$ cat src/rtl/demux_dispatch.sv
// Routes one data word to one of KEY_NUM registered lanes on a rising edge of wr, with
// round-robin auto pointer. Define DEMUX_DISPATCH_WRITE_ONCE_EN to reject rewrites of valid lanes.
module demux_dispatch #(
  parameter int unsigned KEY_NUM  = 4,
  parameter int unsigned KEY_LEN  = 2,
  parameter int unsigned DATA_LEN = 2,
  parameter int unsigned CNT_W    = 4
) (
  input  logic                         clk,
  input  logic                         rst,
  input  logic [KEY_LEN-1:0]           key,
  input  logic [DATA_LEN-1:0]          data,
  input  logic                         wr,
  input  logic                         clr,
  input  logic                         auto_mode,
  output logic [KEY_NUM*DATA_LEN-1:0]  lanes,
  output logic [KEY_NUM-1:0]           lane_valid,
  output logic [KEY_LEN-1:0]           ptr,
  output logic                         err,
  output logic [CNT_W-1:0]             wr_cnt
);

`ifdef DEMUX_DISPATCH_WRITE_ONCE_EN
  localparam bit WriteOnce = 1'b1;
`else
  localparam bit WriteOnce = 1'b0;
`endif

  logic                        wr_q, clr_q;
  logic                        wr_rise, clr_rise;
  logic [KEY_NUM*DATA_LEN-1:0] lanes_q, lanes_d;
  logic [KEY_NUM-1:0]          valid_q, valid_d;
  logic [KEY_LEN-1:0]          ptr_q, ptr_d;
  logic                        err_q, err_d;
  logic [CNT_W-1:0]            cnt_q, cnt_d;
  logic [KEY_LEN-1:0]          tgt;
  logic [KEY_NUM-1:0]          hit;
  logic                        in_range;
  logic                        occupied;

  assign wr_rise  = wr & ~wr_q;
  assign clr_rise = clr & ~clr_q;
  assign tgt      = auto_mode ? ptr_q : key;
  assign in_range = 32'(tgt) < KEY_NUM;

  // One-hot lane decode avoids indexing past KEY_NUM when the key space is larger.
  always_comb begin
    hit = '0;
    for (int unsigned i = 0; i < KEY_NUM; i++) begin
      hit[i] = (tgt == KEY_LEN'(i));
    end
  end

  assign occupied = |(hit & valid_q);

  always_comb begin
    lanes_d = lanes_q;
    valid_d = valid_q;
    ptr_d   = ptr_q;
    err_d   = err_q;
    cnt_d   = cnt_q;
    if (clr_rise) begin
      lanes_d = '0;
      valid_d = '0;
      ptr_d   = '0;
      err_d   = 1'b0;
    end else if (wr_rise) begin
      if (!in_range || (WriteOnce && occupied)) begin
        err_d = 1'b1;
      end else begin
        for (int unsigned i = 0; i < KEY_NUM; i++) begin
          if (hit[i]) lanes_d[i*DATA_LEN +: DATA_LEN] = data;
        end
        valid_d = valid_q | hit;
        if (cnt_q != '1) cnt_d = cnt_q + CNT_W'(1);
        if (auto_mode) begin
          ptr_d = (ptr_q == KEY_LEN'(KEY_NUM - 1)) ? '0 : ptr_q + KEY_LEN'(1);
        end
      end
    end
  end

  always_ff @(posedge clk or posedge rst) begin
    if (rst) begin
      wr_q    <= 1'b0;
      clr_q   <= 1'b0;
      lanes_q <= '0;
      valid_q <= '0;
      ptr_q   <= '0;
      err_q   <= 1'b0;
      cnt_q   <= '0;
    end else begin
      wr_q    <= wr;
      clr_q   <= clr;
      lanes_q <= lanes_d;
      valid_q <= valid_d;
      ptr_q   <= ptr_d;
      err_q   <= err_d;
      cnt_q   <= cnt_d;
    end
  end

  assign lanes      = lanes_q;
  assign lane_valid = valid_q;
  assign ptr        = ptr_q;
  assign err        = err_q;
  assign wr_cnt     = cnt_q;

endmodule

$ cat config.mk
export PLATFORM = sky130hd
export DESIGN_NAME = demux_dispatch
export DESIGN_NICKNAME = d
export VERILOG_FILES = /design/src/rtl/demux_dispatch.sv
export SDC_FILE = /design/constraint.sdc
export NUM_CORES = 1
export LEC_CHECK = 0
export BUFFER_PORTS_ARGS = -buffer_cell sky130_fd_sc_hd__buf_2
export CAP_MARGIN = 20
export CORE_MARGIN = 2
export CORE_UTILIZATION = 23
export CTS_CLUSTER_DIAMETER = 100
export DETAILED_ROUTE_END_ITERATION = 16
export PLACE_DENSITY_LB_ADDON = 0.2
export SYNTH_ARGS = -nofsm -noshare
export SYNTH_HDL_FRONTEND = slang
export SYNTH_SLANG_ARGS = --single-unit
$ cat constraint.sdc
create_clock -name clk -period 1.2 [get_ports clk]
set_input_delay 0.06 -clock clk [delete_from_list [all_inputs] [get_ports clk]]
set_output_delay 0.06 -clock clk [all_outputs]
set_load 0.02 [all_outputs]
==> reports/qor.yml <==
run_status:
  status: "finished, final reports clean"
timing:
  whs_ns: 0.1466
  fin_ws_ns: 0.01126
  finalCritPeriodShare: 0.9906
  setup_viol: 0
  maxSlewViolCount: 0
  hold_violations: 0
  finClkSkew_ns: 0.004333
  min_period_ns: 1.189
  rsz0062_at_grt: "true"
  timing.fmax_mhz: 841.2
critical_path:
  crit_path_start_kind: "flop"
  end_kind: "flop"
  critPathArrivalTime_ns: 1.37
  crit_path_max_fanout: 3
  worstPathRequired_ns: 1.38
  crit_type: "reg2reg"
power_and_ir_drop:
  pwr_density_cell_mw_per_mm2: 1710
  finalPower_mw: 2.253
  vdd_drop_max_uv: 430.9
  leakage_nw: 0.6534
logic_synthesis:
  yosysWarnings: 0
  yosysTopAreaCell: "dfrtp_1"
  synthTopCellsByArea: "dfrtp_1 (56%), mux2i_1 (11%), nand2_1 (5.0%)"
  synth_cell_types: 22
  synth_top_cells_by_count: "dfrtp_1 (20), nand2_1 (12), mux2i_1 (10)"
  synth-seq-cells: 20
  async_reset_ff_frac: 1.000
  syn-cell-area_um2: 892.1
  syn_nets: 91
  ys_seq_area_frac: 0.5610
  yosysTopAreaCellShare: 0.5610
  synth.most_common_cell: "dfrtp_1"
  synth-edff-count: 0
  syn_inst: 80
  ys.flop_type: "dfrtp_1"
  avgSynthCellArea_um2: 11.15
placement:
  hpwlAfterDp_um: 1540
  place_congestion: 0.7266
  port_buffers: 26
  post-place-ws_ns: -0.04874
floorplanning:
  dieArea_mm2: 0.004393
  die_y_um: 66.28
  initial_core_util: 0.2419
  die_x_um: 66.28
  io_pins: 28
  core_mm2: 0.003689
  rows: 22
route:
  drt-vias-per-instance: 4.287
  ant_nets: 0
  routed_wl_um: 2037
  drt_iter0_markers: 9
  num_vias: 716
  drc: 0
  dr.pass1.iters: 4
  wl_per_cell_um: 12.20
layout:
  nets: 131
  utilization: 0.3572
  drive_above_1_share: 0.4706
  syn2layout_area_growth_pct: 47.69
  n_antenna_cell: 0
clock_tree:
  clk_pin_slew_worst_paths_ns: 0.08
  clock_latency_ns: 0.25
  clock-sinks: 20
  clk_path_buf_depth: 2
  h-tree-depth: 1
  cts_tree: "done"
  cts_root_buffer: "clkbuf_8"
  numCtsBuffers: 3
global_routing:
  antenna_found_initial: 0
  first_global_vias: 718
  grt_pass1_wl_um: 3312
  grtUsageTotal: 0.1001
  grt_max_degree: 21
  gr-total-overflow: 0
hold_path:
  hold_path.class: "in2reg"
flow_run:
  maxCapViolations: 0
==> cell families (layout without fill, tap and decap cells) <==
logic type      count (synthesis)  count (layout)  synth area share
compound gates                  8               8           0.04910
mux                            12              12            0.1375
flops                          20              20            0.5610
xor+xnor                        1               1          0.009819
other cells                     1               1          0.004204
buf+inv                         7              46           0.03646
fa+ha+maj                       2               2           0.02805
simple gates                   29              29            0.1739
==> power breakdown <==
| group | leakage (nW) | internal [mW] | switching (mW) | total (mW) |
|---|---|---|---|---|
| combinational | 0.364 | 0.319 | 0.356 | 0.675 |
| clock | 0.0357 | 0.444 | 0.217 | 0.662 |
| sequential | 0.254 | 0.793 | 0.124 | 0.917 |
==> critical path, stage by stage (launching register included) <==
cell	delay [ns]
dfrtp_1	0.39
nand2b_4	0.15
buf_6	0.12
nor3_4	0.25
mux2i_1	0.21
==> per-layer routing <==
metal / track usage / routed length, um
met2: 0.1600 / 911
met4: 0.04592 / 27
met3: 0.02215 / 126
met5: 0 / 0
met1: 0.1278 / 972
==> sequential cells by signal, summed over array words and instances (netlist names) <==
name and count:
ptr 2, wr_q 1, lanes 8, wr_cnt 4, lane_valid 4, clr_q 1
==> path summary, 6_finish.rpt <==
check | from | to | slack [ns] | depth (start not counted)
max | wr_q$_DFF_PP0_ | lanes[7]$_DFFE_PP0P_ | 0.01 | 4
min | auto_mode | ptr[1]$_DFFE_PP0P_ | 0.15 | 3
max reg2reg | wr_q$_DFF_PP0_ | lanes[7]$_DFFE_PP0P_ | 0.01 | 4
min reg2reg | lane_valid[3]$_DFFE_PP0P_ | lane_valid[3]$_DFFE_PP0P_ | 0.50 | 1
max in group asynchronous | rst | ptr[0]$_DFFE_PP0P_ | 0.61 | 4
min in group asynchronous | rst | lanes[1]$_DFFE_PP0P_ | 0.36 | 4
==> layout make-up <==
| cell class | instances | area [um2] |
|---|---|---|
| Sequential cell | 20 | 505.5 |
| Tap cell | 48 | 60.06 |
| Inverter | 4 | 15.01 |
| Multi-Input combinational cell | 53 | 434.2 |
| Fill cell | 410 | 2371 |
| Timing Repair Buffer | 38 | 231.5 |
| Clock buffer | 3 | 41.29 |
| Clock inverter | 1 | 30.03 |
==> cells in the final DEF, fill, tap and decap left out, types with 3 or more instances in the layout <==
cell type	instances
buf_2	26
dlygate4sd3_1	3
inv_1	4
mux2i_1	8
dfrtp_1	16
a21oi_1	5
buf_4	8
nand3_1	3
clkbuf_8	3
dfrtp_2	4
nand3b_1	3
nand2_1	12
==> through the flow <==
step	area, um2	std cells	setup TNS (ns)
finish	1318	167	0
global placement	1150	158	-0.08700
global route	1318	167	-0.2592
CTS	1284	166	-0.005193
detailed placement	1150	158	-0.1167
floorplan	924.6	80	-0.01297
==> repair_timing <==
item,CTS,global route
pin swaps,0,2
endpoints found under the hold margin,22,0
hold buffers,3,0
resized for setup,4,7
setup buffers,1,1
setup endpoints to repair,7,14
Power figures use the tool's default switching activity.
